## src/rtl/cu_sequencer_if.sv

```systemverilog
// Bundle between the sequencer and its environment: instruction, sub-CU proposals,
// memory/ALU status in; state, flags and the datapath control word out.
interface cu_sequencer_if #(
    parameter int CUL = 35
);
    logic [31:0]  IR;
    logic [CUL:0] imm_cw;
    logic [CUL:0] reg_cw;
    logic [CUL:0] mem_cw;
    logic [CUL:0] br_cw;
    logic [3:0]   imm_ns;
    logic [3:0]   reg_ns;
    logic [3:0]   mem_ns;
    logic [3:0]   br_ns;
    logic         mem_ready;
    logic [3:0]   alu_flags;
    logic [3:0]   state;
    logic [3:0]   status;
    logic [CUL:0] controlWord;
    logic         halted;

    modport slave (
        input  IR, imm_cw, reg_cw, mem_cw, br_cw,
        input  imm_ns, reg_ns, mem_ns, br_ns, mem_ready, alu_flags,
        output state, status, controlWord, halted
    );

    modport master (
        output IR, imm_cw, reg_cw, mem_cw, br_cw,
        output imm_ns, reg_ns, mem_ns, br_ns, mem_ready, alu_flags,
        input  state, status, controlWord, halted
    );
endinterface

```

## src/rtl/cu_sequencer.sv

```systemverilog
// Multi-cycle CPU top sequencer: runs FETCH, muxes per-class sub-CU control words,
// stalls on memory, keeps NZCV flags, and traps undefined opcodes / runaway EX to HALT.
module cu_sequencer #(
    parameter int CUL           = 35,
    parameter int MAX_EX_CYCLES = 8
) (
    input  logic           clock,
    input  logic           reset_n,
    cu_sequencer_if.slave  bus
);
    localparam int W_REG       = 15;
    localparam int MEM_CS_LO   = 12;
    localparam int MEM_WR      = 10;
    localparam int IR_LOAD     = 9;
    localparam int STATUS_LOAD = 8;
    localparam int PC_FS_LO    = 0;
    localparam int CNT_W       = $clog2(MAX_EX_CYCLES + 1);
    localparam logic [CNT_W-1:0] CNT_LAST = CNT_W'(MAX_EX_CYCLES - 1);

    typedef enum logic [3:0] {
        ST_FETCH = 4'd0,
        ST_EX0, ST_EX1, ST_EX2, ST_EX3, ST_EX4, ST_EX5, ST_EX6,
        ST_EX7, ST_EX8, ST_EX9, ST_EX10, ST_EX11, ST_EX12, ST_EX13,
        ST_HALT
    } state_e;

    typedef enum logic [2:0] {CLS_IMM, CLS_BR, CLS_REG, CLS_MEM, CLS_UNDEF} cls_e;

    state_e           state_reg, state_next;
    logic [3:0]       status_reg;
    logic [CNT_W-1:0] ex_cnt_reg, ex_cnt_next;
    logic             halted_reg;
    logic [CUL:0]     ctrl_word;
    logic [CUL:0]     sel_cw;
    logic [3:0]       sel_ns;
    logic [3:0]       opc;
    cls_e             cls;
    logic             stall;
    logic             unused_ir;

    assign opc       = bus.IR[28:25];
    assign unused_ir = ^{bus.IR[31:29], bus.IR[24:0]};

    // Overlapping patterns resolve IMM > BR > REG > MEM.
    always_comb begin
        cls = CLS_UNDEF;
        if (opc[3:1] == 3'b100)
            cls = CLS_IMM;
        else if (opc[3:1] == 3'b101)
            cls = CLS_BR;
        else if (opc[2:0] == 3'b101)
            cls = CLS_REG;
        else if (opc[2] && !opc[0])
            cls = CLS_MEM;
    end

    always_comb begin
        sel_cw = '0;
        sel_ns = 4'b0000;
        case (cls)
            CLS_IMM: begin sel_cw = bus.imm_cw; sel_ns = bus.imm_ns; end
            CLS_BR:  begin sel_cw = bus.br_cw;  sel_ns = bus.br_ns;  end
            CLS_REG: begin sel_cw = bus.reg_cw; sel_ns = bus.reg_ns; end
            CLS_MEM: begin sel_cw = bus.mem_cw; sel_ns = bus.mem_ns; end
            default: begin sel_cw = '0;         sel_ns = 4'b0000;    end
        endcase
    end

    assign stall = (sel_cw[MEM_CS_LO +: 2] != 2'b00) && !bus.mem_ready;

    always_comb begin
        ctrl_word   = '0;
        state_next  = state_reg;
        ex_cnt_next = ex_cnt_reg;
        case (state_reg)
            ST_FETCH: begin
                ctrl_word[IR_LOAD]          = 1'b1;
                ctrl_word[MEM_CS_LO +: 2]   = 2'b01;
                ex_cnt_next                 = '0;
                if (bus.mem_ready) begin
                    ctrl_word[PC_FS_LO +: 2] = 2'b01;
                    state_next               = ST_EX0;
                end
            end
            ST_HALT: begin
                state_next  = ST_HALT;
                ex_cnt_next = '0;
            end
            default: begin
                if (cls == CLS_UNDEF) begin
                    state_next = ST_HALT;
                end else if (stall) begin
                    // Hold state and suppress every architectural write until memory answers.
                    ctrl_word                = sel_cw;
                    ctrl_word[W_REG]         = 1'b0;
                    ctrl_word[STATUS_LOAD]   = 1'b0;
                    ctrl_word[MEM_WR]        = 1'b0;
                    ctrl_word[IR_LOAD]       = 1'b0;
                    ctrl_word[PC_FS_LO +: 2] = 2'b00;
                end else begin
                    ctrl_word   = sel_cw;
                    ex_cnt_next = ex_cnt_reg + 1'b1;
                    if (sel_ns == 4'b0000)
                        state_next = ST_FETCH;
                    else if (sel_ns == 4'b1111 || ex_cnt_reg >= CNT_LAST)
                        state_next = ST_HALT;
                    else
                        state_next = state_e'(sel_ns);
                end
            end
        endcase
    end

    always_ff @(posedge clock or negedge reset_n) begin
        if (!reset_n) begin
            state_reg  <= ST_FETCH;
            status_reg <= 4'b0000;
            ex_cnt_reg <= '0;
            halted_reg <= 1'b0;
        end else begin
            state_reg  <= state_next;
            ex_cnt_reg <= ex_cnt_next;
            halted_reg <= (state_next == ST_HALT);
            if (ctrl_word[STATUS_LOAD])
                status_reg <= bus.alu_flags;
        end
    end

    assign bus.state       = state_reg;
    assign bus.status      = status_reg;
    assign bus.controlWord = ctrl_word;
    assign bus.halted      = halted_reg;
endmodule
```

## src/flat_wrapper.sv

```systemverilog
// flat-port wrapper written by rule: the top's interface ports become plain ports
module cu_sequencer_flat 
#(
    parameter int CUL           = 35,
    parameter int MAX_EX_CYCLES = 8
)
  (clock, reset_n, bus_IR, bus_imm_cw, bus_reg_cw, bus_mem_cw, bus_br_cw, bus_imm_ns, bus_reg_ns, bus_mem_ns, bus_br_ns, bus_mem_ready, bus_alu_flags, bus_state, bus_status, bus_controlWord, bus_halted);
  cu_sequencer_if #(.CUL(CUL)) bus_i ();
  input  logic clock;
  input  logic reset_n;
  input wire logic [$bits(bus_i.IR)-1:0] bus_IR;
  input wire logic [$bits(bus_i.imm_cw)-1:0] bus_imm_cw;
  input wire logic [$bits(bus_i.reg_cw)-1:0] bus_reg_cw;
  input wire logic [$bits(bus_i.mem_cw)-1:0] bus_mem_cw;
  input wire logic [$bits(bus_i.br_cw)-1:0] bus_br_cw;
  input wire logic [$bits(bus_i.imm_ns)-1:0] bus_imm_ns;
  input wire logic [$bits(bus_i.reg_ns)-1:0] bus_reg_ns;
  input wire logic [$bits(bus_i.mem_ns)-1:0] bus_mem_ns;
  input wire logic [$bits(bus_i.br_ns)-1:0] bus_br_ns;
  input wire logic [$bits(bus_i.mem_ready)-1:0] bus_mem_ready;
  input wire logic [$bits(bus_i.alu_flags)-1:0] bus_alu_flags;
  output wire logic [$bits(bus_i.state)-1:0] bus_state;
  output wire logic [$bits(bus_i.status)-1:0] bus_status;
  output wire logic [$bits(bus_i.controlWord)-1:0] bus_controlWord;
  output wire logic [$bits(bus_i.halted)-1:0] bus_halted;
  assign bus_i.IR = bus_IR;
  assign bus_i.imm_cw = bus_imm_cw;
  assign bus_i.reg_cw = bus_reg_cw;
  assign bus_i.mem_cw = bus_mem_cw;
  assign bus_i.br_cw = bus_br_cw;
  assign bus_i.imm_ns = bus_imm_ns;
  assign bus_i.reg_ns = bus_reg_ns;
  assign bus_i.mem_ns = bus_mem_ns;
  assign bus_i.br_ns = bus_br_ns;
  assign bus_i.mem_ready = bus_mem_ready;
  assign bus_i.alu_flags = bus_alu_flags;
  assign bus_state = bus_i.state;
  assign bus_status = bus_i.status;
  assign bus_controlWord = bus_i.controlWord;
  assign bus_halted = bus_i.halted;
  cu_sequencer #(.CUL(CUL), .MAX_EX_CYCLES(MAX_EX_CYCLES)) u_core (.clock(clock), .reset_n(reset_n), .bus(bus_i));
endmodule
```

## config.mk

```make
export PLATFORM = sky130hd
export DESIGN_NAME = cu_sequencer_flat
export DESIGN_NICKNAME = d
export VERILOG_FILES = /design/src/rtl/cu_sequencer_if.sv /design/src/rtl/cu_sequencer.sv /design/src/flat_wrapper.sv
export SDC_FILE = /design/constraint.sdc
export NUM_CORES = 1
export LEC_CHECK = 0
export CAP_MARGIN = 20
export CORE_AREA = 2 2 94 96
export DETAILED_ROUTE_END_ITERATION = 12
export DIE_AREA = 0 0 96 98
export PLACE_DENSITY_LB_ADDON = 0.15
export SYNTH_ARGS = -nofsm -noshare
export SYNTH_HDL_FRONTEND = slang
export SYNTH_SLANG_ARGS = --single-unit
```

## constraint.sdc

```tcl
create_clock -name clock -period 2.55 [get_ports clock]
set_clock_uncertainty 0.1 [all_clocks]
set_input_delay 0.255 -clock clock [delete_from_list [all_inputs] [get_ports clock]]
set_output_delay 0.255 -clock clock [all_outputs]
set_load 0.05 [all_outputs]
```

==> qor.yml, run 1 <==
drt:
  wl_per_cell_um: 18.1
  drtIter0Drc: 119
  wirelength_um: 10500
  num_vias: 2937
  dr.pass1.iters: 4
  drc_errors: 0
  postRouteAntennaNets: 0
  vias_per_cell: 5.07
global_route:
  antenna_found_initial: 1
  grt_use_total: 0.211
  grt_pass1_vias: 3118
  gr-total-overflow: 0
  grt_pass1_wl_um: 15600
  grt_start_max_net_pins: 34
setup_path:
  reg2reg_from: "u_core.bus.state[2]$_DFF_PN0_"
  critical_path_class: "in -> out"
  cp.required_ns: 2.19
  crit_arrival_ns: 2.14
  cp_cell_sequence: "clkdlybuf4s50_1 -> buf_4 -> nand3_1 -> nor2_2 -> nor3_2 -> or3_4 -> a21o_4 -> inv_2 -> buf_12"
  crit_slowest_cell: "clkdlybuf4s50_1"
  max_stage_delay_ns: 0.51
  worst-path-buf-inv: 4
  cp_top_family: "buffers and inverters"
  critPathCaptureType: "output pin"
  cp-startpoint: "bus_IR[27]"
  crit_fanout: 6
  start_kind: "input pin"
die:
  start_util: 0.213
  die_x_um: 96
  core-area_mm2: 0.00847
  die_area_mm2: 0.00941
  io_pins: 244
  die_y_um: 98
  num_rows: 34
placement:
  dpl_worst_slack_ns: -0.204
  post_dp_cell_area_mm2: 0.00470
  dp.final_hpwl_um: 8640
  place_inst: 572
  portBuffers: 215
  finalWeightedCongestion: 0.917
power:
  powerDensity_mw_per_mm2: 574
  p_int_w: 0.00144
  ir_worst_vdd_v: 0.000233
  pwr-share-comb: 0.792
  seq_power_share: 0.144
  leakage_nw: 1.82
  swShare: 0.479
  clock_power_share: 0.064
  p_sw_w: 0.00133
cts:
  clock_latency_ns: 0.24
  clk_pin_slew_worst_paths_ns: 0.05
  numCtsBuffers: 3
  htree_levels: 1
  cts_buffer_depth: 2
  hold_buffers: 0
  cts_sinks: 13
  cts_tree: "built"
  root_buffer: "clkbuf_8"
sta:
  setup_ws_ns: 0.0554
  fmax_mhz: 401
  setup_viol: 0
  hold_violations: 0
  relSlewSlack: 0.613
  fin_crit_sh: 0.978
  post-route-min-period_ns: 2.49
  slew_violations: 0
  worst_pin_slew_ns: 0.579
synth:
  syn_area_per_cell_um2: 7.48
  synth_area_mm2: 0.00180
  synth_ff_type: "dfrtp_1"
  synth_edf_count: 0
  synth_cell_types: 45
  yosysSeqAreaShare: 0.180
  yosys_warnings: 0
  ys_seq_elements: 13
  synthCells: 241
  synthArstFlopShare: 1.00
  synth_nets: 441
finish:
  design_area_mm2: 0.00483
  fin_cells: 579
  fillers: 757
  layout.nets: 671
  layout-drive-gt1-share: 0.236
  syn_to_final_growth_pct: 168
job:
  drv_cap: 0
worst_hold_path:
  min_path_type: "in -> async"
run_status:
  outcome: "complete, no violations"
==> cell type report <==
type	count	area, µm²	area share
Timing Repair Buffer	248	2820	0.584
Multi-Input combinational cell	202	1490	0.308
Sequential cell	13	325	0.0673
Tap cell	108	135	0.0280
Clock buffer	4	45.0	0.00932
Inverter	3	11.3	0.00233
Antenna cell	1	2.50	0.000518
==> metrics by stage <==
stage,setup TNS [ns],hold WS (ns),total power [W],utilization
after detailed placement,-2.36,0.396,0.00258,0.556
after CTS,0,0.315,0.00277,0.564
final,0,0.288,0.00277,0.571
after global placement,-1.43,0.402,0.00257,0.556
after floorplan,-1.77,-0.141,0.00149,-
after global routing,-0.110,0.339,0.00293,0.571
==> placed cells by master (no fill, tap or decap), types with 2 or more instances in the layout <==
cell type / netlist / layout
or3_1: 2 / 2
a41oi_1: 2 / 2
a221oi_2: 2 / 4
xor2_1: 2 / 2
nor2_1: 12 / 10
inv_1: 3 / 2
mux2_4: 5 / 5
a22o_1: 4 / 4
buf_12: 0 / 41
o21ai_0: 4 / 3
o21ai_1: 1 / 2
buf_4: 0 / 28
nor3_1: 5 / 5
clkdlybuf4s50_1: 0 / 177
nand2_1: 11 / 11
a21oi_1: 43 / 26
a21oi_4: 0 / 4
a21oi_2: 1 / 14
nand3_1: 10 / 10
dfrtp_1: 13 / 13
nand3b_1: 6 / 6
nor2_2: 0 / 2
a22oi_1: 64 / 64
a31oi_1: 4 / 4
clkbuf_8: 0 / 3
==> power groups by stage <==
stage          combinational [W]  clock (W)  sequential [W]
5_1_grt                  0.00231   0.000199        0.000413
3_3_place_gp             0.00217          0        0.000399
4_1_cts                  0.00219   0.000186        0.000398
2_1_floorplan           0.000854          0        0.000634
6_report                 0.00220   0.000177        0.000400
3_5_place_dp             0.00218          0        0.000399
==> cells in the mapped netlist, drive strengths merged, types with 3 or more instances <==
master	number	area share
a22oi	64	0.27
a21oi	44	0.12
clkbuf	15	0.031
dfrtp	13	0.18
nor2	12	0.025
nand2	11	0.023
nand3	10	0.028
buf	8	0.028
mux2	6	0.048
nand3b	6	0.025
nor3	6	0.019
o21ai	5	0.014
a221oi	4	0.026
a22o	4	0.019
a31oi	4	0.014
inv	3	0.0062
or3	3	0.013
==> metal layers <==
metal | track usage | part of all wire | up-vias
met5 | 0 | 0 | -
met4 | 0.0495 | 0.020 | 0
met3 | 0.0818 | 0.10 | 14
met2 | 0.386 | 0.53 | 147
met1 | 0.222 | 0.35 | 1347
li1 | - | - | 1429
==> what timing repair did <==
action | in CTS | in global routing
gates resized for setup | 6 | 10
buffers inserted | 0 | 2
pin swaps | 0 | 2
cloned | 0 | 0
setup endpoints to repair | 28 | 11
==> cells by family after synthesis <==
logic type,after synthesis,share of synthesized area
AOI/OAI and AO/OA,136,0.518
adders and majority gates,1,0.00694
DFF,13,0.180
muxes,6,0.0479
buffers and inverters,26,0.0659
and+or+nand+nor,56,0.166
xor gates and xnor gates,3,0.0146
==> final timing paths <==
kind                            cells after the start  slack, ns                                to
worst max-delay path                                9       0.06                bus_controlWord[8]
worst min-delay path                                1       0.29     u_core.bus.state[1]$_DFF_PN0_
worst max register to register                      6       0.45  u_core.bus.status[0]$_DFFE_PN0P_
worst min register to register                      1       0.41  u_core.bus.status[1]$_DFFE_PN0P_
max in group asynchronous                           1       1.68  u_core.bus.status[0]$_DFFE_PN0P_
min in group clock                                  1       0.41  u_core.bus.status[1]$_DFFE_PN0P_
(Power assumes the default switching activity.)
==> inputs of run 2 (changes only) <==
SKIP_LAST_GASP = 1   (was unset)
==> qor.yml, run 2 (synthesized netlist as in run 1, its figures left out) <==
worst_hold_path:
  min_path_type: "in -> async"
global_route:
  grt_start_max_net_pins: 34
  gr-total-overflow: 0
  grt_pass1_vias: 3115
  grt_pass1_wl_um: 15600
  antenna_found_initial: 1
  grt_use_total: 0.211
finish:
  design_area_mm2: 0.00485
  layout_commonest_cell: "clkdlybuf4s50_1"
  layout_common_cells: "clkdlybuf4s50_1 (177), a22oi_1 (64), buf_12 (41), buf_4 (31), a21oi_1 (28)"
  syn_to_final_growth_pct: 169
  layout-drive-gt1-share: 0.237
  layout.nets: 674
cts:
  clk_pin_slew_worst_paths_ns: 0.05
  htree_levels: 1
  cts_sinks: 13
  clock_latency_ns: 0.24
  cts_buffer_depth: 2
  cts_tree: "built"
  hold_buffers: 0
  numCtsBuffers: 3
  root_buffer: "clkbuf_8"
sta:
  setup_viol: 0
  fmax_mhz: 400
  worst_pin_slew_ns: 0.585
  slew_violations: 0
  fin_crit_sh: 0.981
  hold_violations: 0
  finalHoldWorstSlack_ns: 0.291
  post-route-min-period_ns: 2.50
  relSlewSlack: 0.609
  tns_ns: 0
  setup_ws_ns: 0.0475
  rsz0062_at_grt: "yes"
placement:
  portBuffers: 215
  post_dp_cell_area_mm2: 0.00470
  finalWeightedCongestion: 0.917
  dpl_worst_slack_ns: -0.204
  dp.final_hpwl_um: 8640
drt:
  drc_errors: 0
  postRouteAntennaNets: 0
  wl_per_cell_um: 18.0
  dr.pass1.iters: 4
  drtIter0Drc: 131
  wirelength_um: 10500
  vias_per_cell: 5.03
  num_vias: 2929
setup_path:
  reg2reg_from: "u_core.bus.state[0]$_DFF_PN0_"
  start_kind: "input pin"
  critPathCaptureType: "output pin"
  ff2ff_setup_slack_ns: 0.34
  crit_arrival_ns: 2.15
  cp_cell_sequence: "clkdlybuf4s50_1 -> mux2_4 -> a21oi_4 -> and2_4 -> nor3_2 -> or3_4 -> buf_12 -> a21oi_4 -> buf_12"
  reg2reg_depth: 7
  r2r_end: "u_core.bus.status[0]$_DFFE_PN0P_"
  crit_fanout: 3
  crit_slowest_cell: "or3_4"
  cp.required_ns: 2.19
  critical_path_class: "in -> out"
  max_stage_delay_ns: 0.44
die:
  die_y_um: 98
  core-area_mm2: 0.00847
  num_rows: 34
  die_area_mm2: 0.00941
  start_util: 0.213
  die_x_um: 96
  io_pins: 244
job:
  drv_cap: 0
power:
  powerDensity_mw_per_mm2: 573
  p_total_w: 0.00278
  ir_worst_vdd_v: 0.000233
  leakage_nw: 1.83
run_status:
  outcome: "complete, no violations"
-- run 2: cell types whose count changed in the layout (fill, tap and decap cells not counted) --
cell	delta
buf_4	+3
a21oi_2	-2
a21oi_1	+2
-- run 2: what timing repair did --
item                                   in CTS  in global routing
setup endpoints to repair                  28                  9
endpoints found under the hold margin       0                  0
buffers inserted                            0                  5
pin swaps                                   0                  2
gates resized for setup                     4                 10
-- run 2: per-stage QoR --
step                      cells  utilization
after floorplan             241            -
after global placement      572        0.556
after detailed placement    572        0.556
after CTS                   576        0.563
after global routing        581        0.572
final                       582        0.573
-- run 2: layer usage --
layer | share of wire | track usage | vias up
met5 | 0 | 0 | -
met4 | 0.020 | 0.0495 | 0
met3 | 0.10 | 0.0818 | 14
met2 | 0.52 | 0.386 | 141
met1 | 0.36 | 0.223 | 1339
li1 | - | - | 1435
-- run 2: power by group --
group          switching [W]  internal, W  leakage [nW]  total [W]
logic                0.00117      0.00103          1.65    0.00220
registers          0.0000931     0.000307         0.157   0.000400
clock network      0.0000668     0.000110        0.0228   0.000177
total                0.00133      0.00145          1.83    0.00278
-- run 2: worst max-delay path by stage --
stage	start	slack, ns	cells past startpoint	end
after floorplan	u_core.bus.state[0]$_DFF_PN0_	-0.11	6	bus_controlWord[16]
after global placement	bus_IR[26]	-0.17	9	bus_controlWord[8]
after detailed placement	bus_IR[26]	-0.20	9	bus_controlWord[8]
after CTS	bus_imm_cw[12]	-0.02	9	bus_controlWord[8]
after global routing	bus_IR[27]	-0.03	8	bus_controlWord[9]
final	bus_imm_cw[12]	0.05	9	bus_controlWord[15]
-- run 2: cell type report --
| cell class | count | area, µm² |
|---|---|---|
| repair buffers | 251 | 2850 |
| multi-input cells | 202 | 1480 |
| fillers | 758 | 3620 |
| diodes | 1 | 2.50 |
| clock buffers | 4 | 45.0 |
| flip-flops and latches | 13 | 325 |
| inverters | 3 | 11.3 |
| well taps | 108 | 135 |
-- run 2: worst max-delay path, delay by kind of cell --
| kind | cells | cell delay, ns |
|---|---|---|
| buffers and inverters | 3 | 0.71 |
| multiplexers | 1 | 0.28 |
| AO/OA/AOI/OAI | 2 | 0.26 |
| AND/OR/NAND/NOR | 3 | 0.64 |
==> inputs of run 3 (changes only) <==
GPL_TIMING_DRIVEN = 0   (was unset)
==> qor.yml, run 3 (synthesized netlist as in run 1, its figures left out) <==
run_status:
  outcome: "complete, no violations"
setup_path:
  reg2reg_from: "u_core.bus.state[3]$_DFF_PN0_"
  max_stage_delay_ns: 0.47
  start_kind: "input pin"
  worst-path-buf-inv: 4
  ff2ff_setup_slack_ns: 0.25
  crit_slowest_cell: "clkdlybuf4s50_1"
  crit_arrival_ns: 2.16
  cp_top_family: "buffers and inverters"
  reg2reg_depth: 7
  cp_cell_sequence: "clkdlybuf4s50_1 -> buf_4 -> nor2_1 -> a31o_2 -> or3_4 -> a21o_4 -> inv_2 -> buf_8"
  cp.required_ns: 2.19
  crit_fanout: 10
  r2r_end: "u_core.bus.status[0]$_DFFE_PN0P_"
  critPathCaptureType: "output pin"
  critical_path_class: "in -> out"
global_route:
  grt_use_total: 0.215
  gr-total-overflow: 0
  grt_start_max_net_pins: 14
  grt_pass1_vias: 3099
  antenna_found_initial: 0
  grt_pass1_wl_um: 15700
drt:
  postRouteAntennaNets: 0
  drtIter0Drc: 104
  wl_per_cell_um: 18.4
  drc_errors: 0
  dr_wl_met3_um: 987
  top_layer: "met4"
  dr.pass1.iters: 4
  wl_met2_um: 5630
  num_vias: 2946
  met1_length_um: 3830
  vias_per_cell: 5.11
  wirelength_um: 10600
finish:
  fin_cells: 577
  fillers: 846
  layout-drive-gt1-share: 0.232
  layout_commonest_cell: "clkdlybuf4s50_1"
  layout.nets: 670
  syn_to_final_growth_pct: 140
  insertedDiodeCount: 0
  layout_common_cells: "clkdlybuf4s50_1 (174), a22oi_1 (64), buf_4 (33), a21oi_1 (31), dfrtp_1 (13)"
  design_area_mm2: 0.00432
sta:
  fmax_mhz: 398
  post-route-min-period_ns: 2.51
  finalHoldWorstSlack_ns: 0.292
  setup_viol: 0
  rsz0062_at_grt: "yes"
  setup_ws_ns: 0.0366
  worst_pin_slew_ns: 0.590
  slew_violations: 0
  hold_violations: 0
  relSlewSlack: 0.606
  fin_crit_sh: 0.986
placement:
  portBuffers: 214
  post_dp_cell_area_mm2: 0.00414
  dp.final_hpwl_um: 8850
  dpl_worst_slack_ns: -1.22
  place_inst: 564
  finalWeightedCongestion: 0.950
cts:
  cts_buffer_depth: 2
  numCtsBuffers: 3
  clk_pin_slew_worst_paths_ns: 0.05
  root_buffer: "clkbuf_8"
  clock_latency_ns: 0.24
  htree_levels: 1
  cts_sinks: 13
  cts_tree: "built"
job:
  drv_cap: 0
power:
  leakage_nw: 1.70
  ir_worst_vdd_v: 0.000254
  powerDensity_mw_per_mm2: 568
die:
  die_x_um: 96
  num_rows: 34
  start_util: 0.213
  io_pins: 244
  die_area_mm2: 0.00941
  die_y_um: 98
  core-area_mm2: 0.00847
worst_hold_path:
  min_path_type: "in -> async"
-- run 3: cell count changes in the layout (fill, tap and decap cells not counted), sizes merged --
cell,delta
buf,-19
clkbuf,+15
clkdlybuf4s50,-3
dlygate4sd2,+2
diode,-1
dlymetal6s2s,+1
-- run 3: worst max path at each step --
stage | startpoint | to | cells after the start
after detailed placement | bus_IR[27] | bus_controlWord[15] | 9
after global placement | bus_IR[27] | bus_controlWord[10] | 8
after floorplan | u_core.bus.state[0]$_DFF_PN0_ | bus_controlWord[16] | 6
after global routing | bus_IR[27] | bus_controlWord[17] | 9
final | bus_IR[27] | bus_controlWord[8] | 8
after CTS | bus_IR[27] | bus_controlWord[19] | 9
-- run 3: layout make-up --
class,instances,area (µm²),area share
inverters,3,11.3,0.00261
multi-input cells,202,1500,0.346
repair buffers,225,2130,0.494
well taps,108,135,0.0313
flip-flops and latches,13,325,0.0753
plain buffers,22,173,0.0400
clock buffers,4,45.0,0.0104
-- run 3: what timing repair did --
item | 4_1_cts | 5_1_grt
setup buffers | 4 | 6
pin swaps | 5 | 7
setup endpoints to repair | 36 | 35
gates resized for setup | 241 | 25
hold buffers | 0 | 0
-- run 3: worst reg2reg max path, delay by kind of cell, from the launching register on --
| family | cells | cell delay [ns] |
|---|---|---|
| buf+inv | 1 | 0.15 |
| mux | 1 | 0.30 |
| compound gates | 1 | 0.21 |
| flops | 1 | 0.42 |
| simple gates | 4 | 0.99 |
-- run 3: routing by layer --
layer / track usage / up-vias
met5: 0 / -
met2: 0.399 / 141
met4: 0.0549 / 0
met3: 0.0656 / 12
met1: 0.230 / 1368
li1: - / 1425
-- run 3: metrics by stage --
| step | utilization | power (W) | TNS (ns) |
|---|---|---|---|
| CTS | 0.495 | 0.00241 | -0.866 |
| finish | 0.510 | 0.00245 | 0 |
| global placement | 0.488 | 0.00223 | -51.72 |
| detailed placement | 0.489 | 0.00224 | -40.45 |
| floorplan | - | 0.00149 | -1.77 |
| global route | 0.510 | 0.00260 | -0.196 |
-- run 3: report_power, final --
| part | switching, W | leakage, nW | total [W] | internal, W |
|---|---|---|---|---|
| registers | 0.0000961 | 0.157 | 0.000403 | 0.000307 |
| logic | 0.00111 | 1.52 | 0.00187 | 0.000755 |
| clock network | 0.0000704 | 0.0228 | 0.000181 | 0.000110 |
| total | 0.00128 | 1.70 | 0.00245 | 0.00117 |
==> patch 1 (config.mk and constraints of run 2) <==
`MAX_EX_CYCLES` is set to 8 in 2 places; all go to 16.
--- a/src/rtl/cu_sequencer.sv
+++ b/src/rtl/cu_sequencer.sv
@@ -2,7 +2,7 @@
 // stalls on memory, keeps NZCV flags, and traps undefined opcodes / runaway EX to HALT.
 module cu_sequencer #(
     parameter int CUL           = 35,
-    parameter int MAX_EX_CYCLES = 8
+    parameter int MAX_EX_CYCLES = 16
 ) (
     input  logic           clock,
     input  logic           reset_n,
--- a/src/flat_wrapper.sv
+++ b/src/flat_wrapper.sv
@@ -2,7 +2,7 @@
 module cu_sequencer_flat 
 #(
     parameter int CUL           = 35,
-    parameter int MAX_EX_CYCLES = 8
+    parameter int MAX_EX_CYCLES = 16
 )
   (clock, reset_n, bus_IR, bus_imm_cw, bus_reg_cw, bus_mem_cw, bus_br_cw, bus_imm_ns, bus_reg_ns, bus_mem_ns, bus_br_ns, bus_mem_ready, bus_alu_flags, bus_state, bus_status, bus_controlWord, bus_halted);
   cu_sequencer_if #(.CUL(CUL)) bus_i ();
Formal check against the unedited RTL: not equivalent (Yosys sat finds a counterexample within 10 cycles, from zero or initial values and one cycle with reset_n low).
==> patch 1 against run 2 <==
Sequential cell count grew 1; cell area is 3.6% lower; synthesized area increased by 1.9%; combinational power down 3%; power is 1.9% lower; worst setup slack improved by 92 ps; wire length decreased by 7.5%; die area did not move; count of clock-buffer cells in the layout is the same; global-route usage down 1.1 points; final cell count decreased by 2.9%; non-clock buffer count is 5 lower.
==> patch 1: results <==
group,metric,value,unit
logic_synthesis,synthDistinctLibCells,46,
pwr,p_int,1390,µW
worst_setup_path,rr_worst_depth,8,
global_routing,grt_first_pass_wirelength,14700,µm
routing,vias,2796,
cells_and_area,fin_nets,659,
cells_and_area,drive_gt1_share,24.1,%
routing,totalWireLength,9710,µm
place,hpwl,8190,µm
logic_synthesis,avgSynthCellArea,8.03,µm²
global_routing,grt_max_degree,35,
clock_tree,clk_pin_slew_worst_paths,60,ps
clock_tree,cts_resized,3,
worst_setup_path,cp_max_fo,10,
worst_setup_path,slowest_stage,"clkdlybuf4s50_1",
worst_setup_path,critical-path-max-stage-delay,530,ps
worst_setup_path,worstReg2RegEnd,"u_core.bus.halted",
logic_synthesis,ys_seq_area_share,19.1,%
global_routing,antenna_found_initial,0,
routing,routed_via_density,4.95,
run_status,run_status,"complete, no violations",
pwr,p_leak,0.00174,µW
global_routing,grt_pass1_vias,2895,
logic_synthesis,synth_nets,430,
routing,first_iter_violations,70,
logic_synthesis,synth_common_cells,"64 x a22oi_1, 38 x a21oi_1, 15 x clkbuf_1",
logic_synthesis,ys_top_cells_by_area,"a22oi_1 26%, dfrtp_1 19%, a21oi_1 10%",
place,routabilityCongestion,0.831,
worst_setup_path,arrival,2060,ps
==> patch 1: power groups by stage <==
stage	logic (µW)	registers [µW]	clock network, µW
global placement	2110	359	0
detailed placement	2120	366	0
CTS	2140	362	226
floorplan	961	572	0
global route	2270	372	232
finish	2140	361	220
==> patch 1: final cells by class <==
class	count	area [µm²]
Clock buffer	4	55.1
Fill cell	770	3790
Inverter	4	15.0
Multi-Input combinational cell	189	1530
Sequential cell	14	350
Tap cell	108	135
Timing Repair Buffer	246	2580
==> patch 1: metrics by stage <==
stage	total power [µW]	worst slack, ps	hold WS [ps]	instance area (µm²)
3_5_place_dp	2490	-84.3	385	4590
6_report	2730	140	300	4670
5_1_grt	2870	7.34	360	4670
4_1_cts	2730	15.8	315	4650
3_3_place_gp	2470	-85.1	375	4590
2_1_floorplan	1530	-248	-141	2000
==> patch 1: logic make-up after synthesis <==
logic type / after synthesis / share of synthesized area (%)
and+or+nand+nor: 45 / 14.6
xor gates and xnor gates: 3 / 1.43
adders and majority gates: 2 / 1.36
AOI/OAI and AO/OA: 131 / 51.2
DFF: 14 / 19.1
muxes: 8 / 5.24
buffers and inverters: 26 / 7.15
==> patch 1: routing by layer <==
metal	vias to the layer above	share of wire [%]	GRT usage [%]
met4	0	1.5	4.40
met1	1307	35	21.3
met2	109	53	36.4
met5	-	0	0
met3	11	10	8.10
li1	1369	-	-
==> patch 1: worst max-delay path by stage <==
stage	from	end	cells past startpoint	slack (ps)
floorplan	u_core.bus.state[0]	bus_controlWord[0]	6	-250
global placement	bus_IR[27]	bus_controlWord[30]	7	-90
detailed placement	bus_IR[27]	bus_controlWord[34]	7	-80
CTS	u_core.bus.state[0]	bus_controlWord[34]	6	20
global route	bus_IR[26]	bus_controlWord[10]	10	7
finish	bus_IR[26]	bus_controlWord[10]	9	140
==> patch 2 (flow settings as in run 2) <==
Made on the original files. Make the reset (`reset_n`) synchronous in one clocked block.
--- a/src/rtl/cu_sequencer.sv
+++ b/src/rtl/cu_sequencer.sv
@@ -111,7 +111,7 @@
         endcase
     end
 
-    always_ff @(posedge clock or negedge reset_n) begin
+    always_ff @(posedge clock) begin
         if (!reset_n) begin
             state_reg  <= ST_FETCH;
             status_reg <= 4'b0000;
Check against the original RTL: differs if reset_n is asserted again (counterexample within 4 cycles, from zero or initial values and one cycle with reset_n low); with reset_n held inactive, the same outputs for 10 cycles.
==> patch 2 against run 2 <==
First-iteration DRC count unchanged; synthesized cell count rose by 12%; cell area increased by 2.1%; worst setup slack improved by 24 ps; synthesized area rose by 8.6%; sequential cell count unchanged; final cell count rose by 2.9%; wire length shrank 2.1%; power shrank 28%; critical path type unchanged; critical endpoint is now bus_controlWord[8]; largest power group unchanged; highest routed layer unchanged.
==> patch 2: results <==
group,metric,value,unit
global_routing,gr-usage-met1,23.4,%
cells_and_area,drive_gt1_share,25.3,%
logic_synthesis,ys_top_cells_by_area,"mux2i_1 19%, nor2_1 16%, a221oi_1 15%",
pwr,p_leak,0.00193,µW
worst_setup_path,slowest_stage,"clkdlybuf4s50_1",
global_routing,grt_util_all_layers,20.8,%
place,dp.cells,592,
logic_synthesis,synthDistinctLibCells,50,
worst_setup_path,startpoint,"bus_IR[25]",
cells_and_area,nonClkBufAreaFrac,55.6,%
run_status,run_status,"complete, no violations",
pwr,irDropWorstVdd,0.000460,V
global_routing,met2_usage,38.8,%
cells_and_area,multi_input_area_share,35.2,%
logic_synthesis,avgSynthCellArea,7.28,µm²
pwr,pg_clk,185,µW
logic_synthesis,synth_nets,469,
logic_synthesis,ys_seq_area_share,13.3,%
worst_setup_path,arrival,2120,ps
cells_and_area,antenna_cells,0,
place,placed_cell_area,4840,µm²
logic_synthesis,synth_top_flop_cell,"dfxtp_1",
pwr,power.switching,885,µW
clock_tree,cts_buffers,3,
min_path,min_path_type,"reg2reg",
cells_and_area,num-multi-input-gates,227,
routing,totalWireLength,10300,µm
global_routing,grt_max_degree,35,
routing,met3RoutedLength,1080,µm
pwr,seq_power,256,µW
worst_setup_path,worstReg2RegStart,"u_core.bus.state[1]",
cells_and_area,seq_share,5.33,%
routing,routed_via_density,5.05,
timing,tightest_slew,516,ps
place,routabilityCongestion,0.835,
cells_and_area,signal_buffers,244,
timing,final.setup.worst_slack,71.9,ps
routing,met2WireLength,5260,µm
logic_synthesis,ys_async_sr_fraction,0,%
worst_setup_path,worstReg2RegEnd,"u_core.bus.halted",
global_routing,grt_first_pass_wirelength,15600,µm
global_routing,antenna_found_initial,0,
worst_setup_path,cp_max_fo,8,
cells_and_area,area_growth,153,%
worst_setup_path,r2r_setup_slack,300,ps
logic_synthesis,synth_common_cells,"83 x nor2_1, 38 x mux2i_1, 34 x a221oi_1",
place,hpwl,8420,µm
timing,fin_hold_ws,401,ps
routing,vias,3023,
routing,drt-met1-wl,3740,µm
global_routing,grt_pass1_vias,3088,
cells_and_area,clkCellAreaFrac,0.910,%
## patch 2: changes by cell type after synthesis, sizes merged, moves of 5 or more
cell,run 2,this run
dfxtp,0,13
mux2i,0,38
nand3,10,5
a21oi,44,7
nor2,12,83
buf,8,13
a22oi,64,2
dfrtp,13,0
nand3b,6,0
nand2,11,5
a221oi,4,36
## patch 2: cell families (layout without fill, tap and decap cells)
group	count (synthesis)	after routing	synth area share, %
and+or+nand+nor	111	111	24.7
AOI/OAI and AO/OA	68	68	29.6
muxes	44	44	23.1
buffers and inverters	29	251	7.41
DFF	13	13	13.3
xor gates and xnor gates	3	3	1.34
adders and majority gates	1	1	0.639
## patch 2: what timing repair did
item,4_1_cts,5_1_grt
endpoints found under the hold margin,0,0
gates resized for setup,1,6
setup endpoints to repair,6,5
pin swaps,1,6
setup buffers,2,1
## patch 2: worst max-delay path, delay by kind of cell
kind	cells	cell delay (ps)
AND/OR/NAND/NOR	2	700
AO/OA/AOI/OAI	2	470
buffers and inverters	3	690
